`config.mk`:
```
export PLATFORM = sky130hd
export DESIGN_NAME = usart_core_flat
export DESIGN_NICKNAME = d
export VERILOG_FILES = /design/src/rtl/usart_core_if.sv /design/src/rtl/usart_core.sv /design/src/flat_wrapper.sv
export SDC_FILE = /design/constraint.sdc
export NUM_CORES = 1
export LEC_CHECK = 0
export CORE_MARGIN = 5
export CORE_UTILIZATION = 60
export CTS_CLUSTER_SIZE = 20
export DETAILED_ROUTE_END_ITERATION = 8
export GPL_ROUTABILITY_DRIVEN = 1
export PLACE_DENSITY = 0.83
export SYNTH_ARGS = -nofsm -noshare
export SYNTH_HDL_FRONTEND = slang
export SYNTH_SLANG_ARGS = --single-unit
```
`constraint.sdc`:
```
create_clock -name CLK -period 3.4 [get_ports CLK]
set_input_delay 0.51 -clock CLK [delete_from_list [all_inputs] [get_ports CLK]]
set_output_delay 0.51 -clock CLK [all_outputs]
set_load 0.005 [all_outputs]
```
`src/rtl/usart_core_if.sv`:
```
// Consumer-side handshake bundle for usart_core: TX push port, RX pop port, error pulses.
interface usart_core_if #(
  parameter int DATA_BITS = 8
) ();
  logic [DATA_BITS-1:0] tx_data;
  logic                 tx_valid;
  logic                 tx_ready;
  logic [DATA_BITS-1:0] rx_data;
  logic                 rx_valid;
  logic                 rx_ready;
  logic                 rx_frame_err;
  logic                 rx_parity_err;
  logic                 rx_overrun;

  modport master (
    output tx_data, tx_valid, rx_ready,
    input  tx_ready, rx_data, rx_valid, rx_frame_err, rx_parity_err, rx_overrun
  );

  modport slave (
    input  tx_data, tx_valid, rx_ready,
    output tx_ready, rx_data, rx_valid, rx_frame_err, rx_parity_err, rx_overrun
  );
endinterface

```
`src/rtl/usart_core.sv`:
```
// Parametrised full-duplex UART with a FIFO on each direction and
// framing/parity/overrun reporting.
module usart_core #(
  parameter int CLOCKS_PER_BIT  = 2604,
  parameter int DATA_BITS       = 8,
  parameter int PARITY_MODE     = 0,
  parameter int STOP_BITS       = 1,
  parameter int FIFO_DEPTH_LOG2 = 4
) (
  input  logic        CLK,
  input  logic        RESET,
  input  logic        RXD,
  output logic        TXD,
  usart_core_if.slave bus
);
  localparam logic [2:0] S_IDLE   = 3'd0;
  localparam logic [2:0] S_START  = 3'd1;
  localparam logic [2:0] S_DATA   = 3'd2;
  localparam logic [2:0] S_PARITY = 3'd3;
  localparam logic [2:0] S_STOP   = 3'd4;

  localparam int DEPTH = 1 << FIFO_DEPTH_LOG2;
  localparam int CW    = $clog2(CLOCKS_PER_BIT * STOP_BITS + 1);
  localparam logic [CW-1:0] BIT_END  = CW'(CLOCKS_PER_BIT - 1);
  localparam logic [CW-1:0] STOP_END = CW'(CLOCKS_PER_BIT * STOP_BITS - 1);
  localparam logic [CW-1:0] HALF_END = CW'(CLOCKS_PER_BIT / 2 - 1);
  localparam logic [2:0]    LAST_BIT = 3'(DATA_BITS - 1);
  localparam logic [FIFO_DEPTH_LOG2:0] FULL = {1'b1, {FIFO_DEPTH_LOG2{1'b0}}};

  // ---------------- TX FIFO ----------------
  logic [DATA_BITS-1:0]       r_txf_mem [DEPTH];
  logic [FIFO_DEPTH_LOG2-1:0] r_txf_wp, r_txf_rp;
  logic [FIFO_DEPTH_LOG2:0]   r_txf_cnt, w_txf_cnt_nxt;
  logic                       r_tx_ready;
  logic                       w_tx_push, w_tx_pop;
  logic [DATA_BITS-1:0]       w_tx_head;

  assign w_tx_push    = bus.tx_valid & r_tx_ready;
  assign w_tx_head    = r_txf_mem[r_txf_rp];
  assign bus.tx_ready = r_tx_ready;

  always_comb begin
    w_txf_cnt_nxt = r_txf_cnt;
    if (w_tx_push && !w_tx_pop)      w_txf_cnt_nxt = r_txf_cnt + 1'b1;
    else if (!w_tx_push && w_tx_pop) w_txf_cnt_nxt = r_txf_cnt - 1'b1;
  end

  always_ff @(posedge CLK) begin
    if (RESET) begin
      r_txf_wp   <= '0;
      r_txf_rp   <= '0;
      r_txf_cnt  <= '0;
      r_tx_ready <= 1'b1;
    end else begin
      if (w_tx_push) begin
        r_txf_mem[r_txf_wp] <= bus.tx_data;
        r_txf_wp            <= r_txf_wp + 1'b1;
      end
      if (w_tx_pop) r_txf_rp <= r_txf_rp + 1'b1;
      r_txf_cnt  <= w_txf_cnt_nxt;
      r_tx_ready <= (w_txf_cnt_nxt != FULL);
    end
  end

  // ---------------- TX FSM ----------------
  logic [2:0]           r_tx_state;
  logic [CW-1:0]        r_tx_cnt;
  logic [2:0]           r_tx_bit;
  logic [DATA_BITS-1:0] r_tx_shift;
  logic                 r_tx_par, r_txd;
  logic                 w_tx_bit_done, w_tx_stop_done;

  assign w_tx_bit_done  = (r_tx_cnt == BIT_END);
  assign w_tx_stop_done = (r_tx_cnt == STOP_END);
  assign w_tx_pop = (r_txf_cnt != '0) &&
                    ((r_tx_state == S_IDLE) || (r_tx_state == S_STOP && w_tx_stop_done));
  assign TXD = r_txd;

  // TXD is registered from the current state, so the line lags the FSM by one cycle.
  always_ff @(posedge CLK) begin
    if (RESET) begin
      r_tx_state <= S_IDLE;
      r_tx_cnt   <= '0;
      r_tx_bit   <= '0;
      r_tx_shift <= '0;
      r_tx_par   <= 1'b0;
      r_txd      <= 1'b1;
    end else begin
      case (r_tx_state)
        S_START:  r_txd <= 1'b0;
        S_DATA:   r_txd <= r_tx_shift[0];
        S_PARITY: r_txd <= r_tx_par;
        default:  r_txd <= 1'b1;
      endcase
      r_tx_cnt <= r_tx_cnt + 1'b1;
      if (w_tx_pop) begin
        r_tx_shift <= w_tx_head;
        r_tx_par   <= (PARITY_MODE == 1) ? ~^w_tx_head : ^w_tx_head;
        r_tx_state <= S_START;
        r_tx_cnt   <= '0;
      end else begin
        case (r_tx_state)
          S_IDLE: r_tx_cnt <= '0;
          S_START: if (w_tx_bit_done) begin
            r_tx_cnt   <= '0;
            r_tx_bit   <= '0;
            r_tx_state <= S_DATA;
          end
          S_DATA: if (w_tx_bit_done) begin
            r_tx_cnt   <= '0;
            r_tx_shift <= r_tx_shift >> 1;
            if (r_tx_bit == LAST_BIT) r_tx_state <= (PARITY_MODE != 0) ? S_PARITY : S_STOP;
            else                      r_tx_bit   <= r_tx_bit + 1'b1;
          end
          S_PARITY: if (w_tx_bit_done) begin
            r_tx_cnt   <= '0;
            r_tx_state <= S_STOP;
          end
          S_STOP: if (w_tx_stop_done) begin
            r_tx_cnt   <= '0;
            r_tx_state <= S_IDLE;
          end
          default: r_tx_state <= S_IDLE;
        endcase
      end
    end
  end

  // ---------------- RX synchroniser + FSM ----------------
  logic                 r_rx_s1, r_rx_s2, w_rxs;
  logic [2:0]           r_rx_state;
  logic [CW-1:0]        r_rx_cnt;
  logic [2:0]           r_rx_bit;
  logic [DATA_BITS-1:0] r_rx_shift;
  logic                 r_rx_par;
  logic                 r_frame_err, r_parity_err, r_overrun;
  logic                 w_rx_bit_done, w_rx_stop_smp, w_rx_par_ok, w_rxf_full;
  logic                 w_rx_push, w_rx_pop;

  assign w_rxs         = r_rx_s2;
  assign w_rx_bit_done = (r_rx_cnt == BIT_END);
  assign w_rx_stop_smp = (r_rx_state == S_STOP) && w_rx_bit_done;
  assign w_rx_par_ok   = (PARITY_MODE == 0) ? 1'b1 :
                         (PARITY_MODE == 1) ? r_rx_par : ~r_rx_par;
  assign w_rx_push     = w_rx_stop_smp && w_rxs && w_rx_par_ok && !w_rxf_full;

  always_ff @(posedge CLK) begin
    if (RESET) begin
      r_rx_s1      <= 1'b1;
      r_rx_s2      <= 1'b1;
      r_rx_state   <= S_IDLE;
      r_rx_cnt     <= '0;
      r_rx_bit     <= '0;
      r_rx_shift   <= '0;
      r_rx_par     <= 1'b0;
      r_frame_err  <= 1'b0;
      r_parity_err <= 1'b0;
      r_overrun    <= 1'b0;
    end else begin
      r_rx_s1      <= RXD;
      r_rx_s2      <= r_rx_s1;
      r_frame_err  <= w_rx_stop_smp && !w_rxs;
      r_parity_err <= w_rx_stop_smp && w_rxs && !w_rx_par_ok;
      r_overrun    <= w_rx_stop_smp && w_rxs && w_rx_par_ok && w_rxf_full;
      r_rx_cnt     <= r_rx_cnt + 1'b1;
      case (r_rx_state)
        S_IDLE: begin
          r_rx_cnt <= '0;
          if (!w_rxs) begin
            r_rx_state <= S_START;
            r_rx_bit   <= '0;
            r_rx_par   <= 1'b0;
          end
        end
        S_START: if (r_rx_cnt == HALF_END) begin
          r_rx_cnt   <= '0;
          r_rx_state <= w_rxs ? S_IDLE : S_DATA;
        end
        S_DATA: if (w_rx_bit_done) begin
          r_rx_cnt   <= '0;
          r_rx_shift <= {w_rxs, r_rx_shift[DATA_BITS-1:1]};
          r_rx_par   <= r_rx_par ^ w_rxs;
          if (r_rx_bit == LAST_BIT) r_rx_state <= (PARITY_MODE != 0) ? S_PARITY : S_STOP;
          else                      r_rx_bit   <= r_rx_bit + 1'b1;
        end
        S_PARITY: if (w_rx_bit_done) begin
          r_rx_cnt   <= '0;
          r_rx_par   <= r_rx_par ^ w_rxs;
          r_rx_state <= S_STOP;
        end
        S_STOP: if (w_rx_bit_done) begin
          r_rx_cnt   <= '0;
          r_rx_state <= S_IDLE;
        end
        default: r_rx_state <= S_IDLE;
      endcase
    end
  end

  // ---------------- RX FIFO (first-word fall-through) ----------------
  logic [DATA_BITS-1:0]       r_rxf_mem [DEPTH];
  logic [FIFO_DEPTH_LOG2-1:0] r_rxf_wp, r_rxf_rp;
  logic [FIFO_DEPTH_LOG2:0]   r_rxf_cnt;

  assign w_rxf_full        = (r_rxf_cnt == FULL);
  assign w_rx_pop          = bus.rx_ready && (r_rxf_cnt != '0);
  assign bus.rx_valid      = (r_rxf_cnt != '0);
  assign bus.rx_data       = r_rxf_mem[r_rxf_rp];
  assign bus.rx_frame_err  = r_frame_err;
  assign bus.rx_parity_err = r_parity_err;
  assign bus.rx_overrun    = r_overrun;

  always_ff @(posedge CLK) begin
    if (RESET) begin
      r_rxf_wp  <= '0;
      r_rxf_rp  <= '0;
      r_rxf_cnt <= '0;
    end else begin
      if (w_rx_push) begin
        r_rxf_mem[r_rxf_wp] <= r_rx_shift;
        r_rxf_wp            <= r_rxf_wp + 1'b1;
      end
      if (w_rx_pop) r_rxf_rp <= r_rxf_rp + 1'b1;
      if (w_rx_push && !w_rx_pop)      r_rxf_cnt <= r_rxf_cnt + 1'b1;
      else if (!w_rx_push && w_rx_pop) r_rxf_cnt <= r_rxf_cnt - 1'b1;
    end
  end
endmodule
```
`src/flat_wrapper.sv`:
```
// flat-port wrapper written by rule: the top's interface ports become plain ports
module usart_core_flat 
#(
  parameter int CLOCKS_PER_BIT  = 2604,
  parameter int DATA_BITS       = 8,
  parameter int PARITY_MODE     = 0,
  parameter int STOP_BITS       = 1,
  parameter int FIFO_DEPTH_LOG2 = 4
)
  (CLK, RESET, RXD, TXD, bus_tx_data, bus_tx_valid, bus_rx_ready, bus_tx_ready, bus_rx_data, bus_rx_valid, bus_rx_frame_err, bus_rx_parity_err, bus_rx_overrun);
  usart_core_if #(.DATA_BITS(DATA_BITS)) bus_i ();
  input  logic CLK;
  input  logic RESET;
  input  logic RXD;
  output logic TXD;
  input wire logic [$bits(bus_i.tx_data)-1:0] bus_tx_data;
  input wire logic [$bits(bus_i.tx_valid)-1:0] bus_tx_valid;
  input wire logic [$bits(bus_i.rx_ready)-1:0] bus_rx_ready;
  output wire logic [$bits(bus_i.tx_ready)-1:0] bus_tx_ready;
  output wire logic [$bits(bus_i.rx_data)-1:0] bus_rx_data;
  output wire logic [$bits(bus_i.rx_valid)-1:0] bus_rx_valid;
  output wire logic [$bits(bus_i.rx_frame_err)-1:0] bus_rx_frame_err;
  output wire logic [$bits(bus_i.rx_parity_err)-1:0] bus_rx_parity_err;
  output wire logic [$bits(bus_i.rx_overrun)-1:0] bus_rx_overrun;
  assign bus_i.tx_data = bus_tx_data;
  assign bus_i.tx_valid = bus_tx_valid;
  assign bus_i.rx_ready = bus_rx_ready;
  assign bus_tx_ready = bus_i.tx_ready;
  assign bus_rx_data = bus_i.rx_data;
  assign bus_rx_valid = bus_i.rx_valid;
  assign bus_rx_frame_err = bus_i.rx_frame_err;
  assign bus_rx_parity_err = bus_i.rx_parity_err;
  assign bus_rx_overrun = bus_i.rx_overrun;
  usart_core #(.CLOCKS_PER_BIT(CLOCKS_PER_BIT), .DATA_BITS(DATA_BITS), .PARITY_MODE(PARITY_MODE), .STOP_BITS(STOP_BITS), .FIFO_DEPTH_LOG2(FIFO_DEPTH_LOG2)) u_core (.CLK(CLK), .RESET(RESET), .RXD(RXD), .TXD(TXD), .bus(bus_i));
endmodule
```
== Yosys cells after proc, flatten, opt, wreduce, memory -nomap -nowiden ==
Memories as Yosys holds them, arrays and structs flattened. A register that Yosys moved wholly into a read port is not among the register bits.
Cells that the tools add are included.
Storage, ports and cells
  flip-flop bits (word level): 85
  bits in writable memories: 256
  input bits: 13
  output and inout port bits: 14
  logic and storage cells: 157
  memories kept: 2
Cells by class
  add/sub/neg operators: 12
  equal/unequal tests: 34
  mux-type cells: 45
  bitwise operators: 3
  reductions and logical operators: 39
Memories
  u_core.r_rxf_mem: words 16, width 8, rd ports 1, clocked after memory_dff 1, write ports 1, line usart_core.sv:201  | logic [DATA_BITS-1:0] r_rxf_mem [DEPTH];
  u_core.r_txf_mem: words 16, width 8, rd ports 1, clocked after memory_dff 1, write ports 1, line usart_core.sv:31  | logic [DATA_BITS-1:0] r_txf_mem [DEPTH];
Operators with widths (number)
  $mux W3: 16
  $mux W12: 3
  $pmux W12 S3: 1
  $pmux W3 S5: 2
  $add A12 B1 Y12 const B: 2
  $eq A12 B12 Y1 const B: 2
  $mux W8: 3
  $pmux W12 S2: 1
  $ne A2 B1 Y1 const B: 11
  $mux W5: 4
  $reduce_and A6 Y1: 3
  $add A4 B1 Y4 const B: 4
  $mux W4: 4
  $ne A3 B1 Y1 const B: 5
  $eq A12 B11 Y1 const B: 1
  $eq A3 B2 Y1 const B: 4
  $eq A3 B3 Y1 const B: 4
  $logic_and A1 B1 Y1: 12
  $pmux W3 S2: 2
  $add A5 B1 Y5 const B: 2
  $reduce_bool A2 Y1: 5
  $reduce_bool A5 Y1: 2
  $sub A5 B1 Y5 const B: 2
  $reduce_xor A8 Y1: 1
  other kinds (19): 37

== Depth between registers and ports, before layout ==
  depth after elaboration: 8
  mapped depth: 13
  gate-level depth less buffers: 13

== Least setup slack after synthesis ==
Ideal clock, no wire load.
  path type: reg2reg
  from: register u_core.r_rx_cnt[0]
  to: register u_core.r_rxf_cnt[4]
  library setup time: 71 ps
  arrival time: 2935 ps
  required time: 3329 ps
  path slack: 395 ps
  stages on the path, launching flop included: 13
  path buffers: 0
  clock period less this slack: 3005 ps
  path through: dfxtp_1 > ha_1 > nand2_1 > nand4b_1 > nor3_2 > ha_1 > inv_1 > fa_1 > a21o_1 > a21oi_1 > xnor2_1 > or3_1 > a21oi_1
Between the ends
  word-level cells in the longest chain between the ends: 7
  elaborated cells between the ends (all ways): 9
  classes of those cells: eq/ne (1); mux (1); reduce/logical (7)
RTL lines
  start, declared: line usart_core.sv:132  | logic [CW-1:0] r_rx_cnt;
  start signal, assigned: line usart_core.sv:165  | r_rx_cnt <= r_rx_cnt + 1'b1;
  $eq A12 B12 Y1 (*): line usart_core.sv:141  | assign w_rx_bit_done = (r_rx_cnt == BIT_END);
  $logic_and A1 B1 Y1 (*): line usart_core.sv:142  | assign w_rx_stop_smp = (r_rx_state == S_STOP) && w_rx_bit_done;
  $logic_and A1 B1 Y1 (*) (2 in a row): line usart_core.sv:145  | assign w_rx_push = w_rx_stop_smp && w_rxs && w_rx_par_ok && !w_rxf_full;
  via u_core.w_rx_push: line usart_core.sv:138  | logic w_rx_push, w_rx_pop;
  $logic_not A1 Y1: line usart_core.sv:225  | else if (!w_rx_push && w_rx_pop) r_rxf_cnt <= r_rxf_cnt - 1'b1;
  $logic_and A1 B1 Y1: line usart_core.sv:225
  $reduce_bool A2 Y1 (no line)
  end signal, assigned: line usart_core.sv:224  | if (w_rx_push && !w_rx_pop) r_rxf_cnt <= r_rxf_cnt + 1'b1;
  end signal, assigned: line usart_core.sv:225
  end, declared: line usart_core.sv:203  | logic [FIFO_DEPTH_LOG2:0] r_rxf_cnt;
The timed path passes the listed nets; every way through them passes the cells marked *.
A chain may end at the register's enable or synchronous reset.

==> summary.txt <==
Outcome
  • Result of the run: finished clean

Routing
  • Drt drc: 0
  • Final wirelength: approximately 28000 um
  • Router iterations before antenna repair: 5
  • Vias/cell: slightly below 6
  • First DRT Iteration DRCs: 900
  • WL/cell: between 20 and 25 um
  • Final ANT Viol Nets: 0
  • Vias: 7699

Timing
  • Highest attainable clock frequency: 317.1 MHz
  • Number of hold-slack violations in the final timing report: 0
  • Unrepaired setup endpoints after global routing: false
  • Final Worst Setup Slack: between 0.2 and 0.25 ns
  • Worst slew pin tran: 0.7002 ns
  • Fin. max-slew vios: 0
  • Crit share post-route: 0.9275
  • Fin crit period: 3.153 ns
  • Setup TNS Final: 0 ns
  • Clock Skews: approximately 0.014 ns
  • Setup violations, final: 0
  • Slew HR: 0.5322

Synth
  • Main flop type after synthesis: sky130_fd_sc_hd__edfxtp_1
  • Fraction of the yosys area taken by sequential cells: 0.6798
  • Synthesis Warnings: 0
  • Number of distinct library cells after synthesis: 52
  • Post-Syn Nets: 938
  • Number of instances in the synthesized netlist: 900
  • Post-synthesis register bit count: about 350
  • Count of flip-flops with a built-in enable after synthesis: around 260
  • Avg Synthesized Cell Area: 15.61 um^2
  • Netlist Area Pre-Place: about 0.014 mm^2
  • Async S/R FF share, synth: 0

Global route
  • Number of global-route vias before repair: slightly below 8k
  • Global-route wire length before repair: 43530 um
  • Leftover overflow at the end of global routing: 0
  • Number of antenna violations at the first check in global routing: 0
  • Pin count of the biggest net entering global routing: 57
  • Global router's overall resource usage: 0.2134

Placed design
  • Placed Instances: around 1.2k
  • Dpl hpwl: about 17000 um
  • Gp weighted congestion: around 0.77
  • Placement-stage cell area: about 0.015 mm^2
  • Port bufs: 25
  • Dpl ws: around 0.37 ns

Critical path
  • Critical Path Fanout Max: 20
  • Required time of the critical path: just under 3 ns
  • Startpoint type of the worst setup path: flop
  • WS Path Type: flop to output port
  • Endpoint arrival time on the critical path: ~2.6 ns
  • Crit path capture type: output port

Clock network
  • TritonCTS clock tree: yes
  • Cts bufs inserted: 34
  • Clock transition time at the flip-flop clock pins of the worst setup and hold paths: 0.06 ns
  • CTS Root Cell: sky130_fd_sc_hd__clkbuf_16
  • Sink count of the clock tree: between 300 and 400
  • Number of buffers added to fix hold violations after cts: 0
  • Source-to-sink clock delay at the later pin of the worst-skew pair: 0.51 ns
  • Number of instances resized during post-cts repair: 0
  • Buffers inserted by post-CTS timing repair: 0
  • Maximum level of the CTS H-tree: 2
  • Clk buf depth: 3

Pwr
  • Power density of the placed cells: around 600 mW/mm^2
  • Leak: 5.363 nW
  • Largest vdd supply drop: 0.4837 mV

Cells and area
  • Layout area overhead: 13.58%
  • Layout cells sized above 1: 0.1643
  • Util after Layout: 0.6859
  • Number of inserted diodes: 0
  • Final nets: between 900 and 1k
  • Final std cell area, no fill: roughly 0.016 mm^2
  • Count of placed standard cells in the final layout, fillers left out: ~1.3k

Floorplanning
  • DIE HEIGHT: about 160 um
  • Starting Density: 0.6039
  • Area of the placeable core: between 0.02 and 0.025 mm^2
  • Chip Width: around 160 um
  • Std-Cell Rows: 56
  • Die Area: roughly 0.027 mm^2
  • I/O pin cnt: 27

Min path
  • Worst Hold Class: input pin to flop

Run
  • Max_cap viols: 0
[sequential cells by signal (all words and copies together) (netlist names), 3 cells and up, named ones only]
signal,cells
u_core.r_rx_state,3
u_core.r_rx_cnt,12
u_core.r_rxf_wp,4
u_core.r_tx_bit,3
u_core.r_tx_state,3
u_core.r_rxf_mem,128
u_core.r_rxf_cnt,5
u_core.r_txf_wp,4
u_core.r_tx_shift,8
u_core.r_rxf_rp,4
u_core.r_tx_cnt,12
u_core.r_txf_rp,4
u_core.r_rx_shift,8
u_core.r_txf_cnt,5
u_core.r_rx_bit,3
u_core.r_txf_mem,128
[Yosys cell counts, drive strengths merged (4+ instances only)]
cell / n / area [um^2]
and3: 8 / 50.05
clkbuf: 20 / 75.07
nand4: 7 / 43.79
edfxtp: 256 / 7687
nor4: 4 / 25.02
nand2b: 9 / 56.30
nand2: 45 / 168.9
buf: 22 / 127.6
o21ai: 11 / 55.05
a21oi: 23 / 115.1
xnor2: 26 / 227.7
inv: 15 / 56.30
or3: 5 / 31.28
mux4: 72 / 1659
xor2: 19 / 166.4
mux2i: 24 / 240.2
nor2: 125 / 469.2
a22oi: 17 / 127.6
nand3: 22 / 110.1
ha: 24 / 300.3
nor3: 10 / 55.05
nor2b: 6 / 37.54
nor3b: 4 / 30.03
dfxtp: 93 / 1862
[layout by cell type (no fill, tap or decap), types with 17 or more instances in the layout]
| master | count |
|---|---|
| sky130_fd_sc_hd__mux4_2 | 62 |
| sky130_fd_sc_hd__nand3_1 | 22 |
| sky130_fd_sc_hd__ha_1 | 24 |
| sky130_fd_sc_hd__clkbuf_16 | 37 |
| sky130_fd_sc_hd__xnor2_1 | 26 |
| sky130_fd_sc_hd__xor2_1 | 19 |
| sky130_fd_sc_hd__edfxtp_1 | 256 |
| sky130_fd_sc_hd__a21oi_1 | 22 |
| sky130_fd_sc_hd__mux2i_1 | 24 |
| sky130_fd_sc_hd__buf_4 | 39 |
| sky130_fd_sc_hd__clkdlybuf4s50_1 | 24 |
| sky130_fd_sc_hd__nand2_1 | 45 |
| sky130_fd_sc_hd__a22oi_1 | 17 |
| sky130_fd_sc_hd__nor2_1 | 125 |
| sky130_fd_sc_hd__dfxtp_1 | 91 |
[kinds of logic after synthesis]
family | synth area share
flops | 0.6798
simple gates | 0.08578
mux | 0.1352
compound gates | 0.02895
buf+inv | 0.01844
xor+xnor | 0.02806
fa+ha+maj | 0.02351
other cells | 0.0002670
[critical path: stages (launching register included)]
cell and delay, ns:
sky130_fd_sc_hd__dfxtp_2 0.38, sky130_fd_sc_hd__buf_12 0.22, sky130_fd_sc_hd__mux4_2 0.53, sky130_fd_sc_hd__mux4_2 0.53, sky130_fd_sc_hd__clkdlybuf4s50_1 0.47
[power breakdown]
| group | switching, mW | internal [mW] | leakage [nW] |
|---|---|---|---|
| sequential | 0.113 | 4.67 | 3.09 |
| clock | 1.51 | 2.18 | 0.538 |
| combinational | 0.729 | 0.612 | 1.73 |
[final cells by class]
| cell class | instances | area, um^2 |
|---|---|---|
| repair buffers | 67 | 598.1 |
| multi-input cells | 494 | 4243 |
| clock inverters | 13 | 120.1 |
| clock buffers | 48 | 987.2 |
| well taps | 319 | 399.1 |
| inverters | 15 | 56.30 |
| fillers | 1509 | 7307 |
| flip-flops and latches | 349 | 9552 |
[through the flow]
stage	hold slack, ns	power [mW]
after floorplan	0.3895	5.926
after global placement	0.4095	6.164
after detailed placement	0.4057	6.197
after CTS	0.3355	9.876
after global routing	0.3611	10.24
final	0.3463	9.811
[per-layer routing]
metal	GRT usage	share of wire
met4	0.06367	0.021
met1	0.2898	0.41
met5	0	0
met2	0.3626	0.51
met3	0.03306	0.054
[final timing paths]
| path | cells past startpoint | slack [ns] | endpoint | startpoint |
|---|---|---|---|---|
| min reg2reg | 1 | 0.42 | u_core.r_rx_s2 | u_core.r_rx_s1 |
| max | 4 | 0.25 | bus_rx_data[7] | flop |
| max reg2reg | 12 | 0.37 | u_core.r_rxf_cnt[4] | u_core.r_rx_cnt[0] |
| min | 2 | 0.35 | u_core.r_txf_cnt[2] | RESET |
No activity file was read; power rests on OpenSTA's default activity.
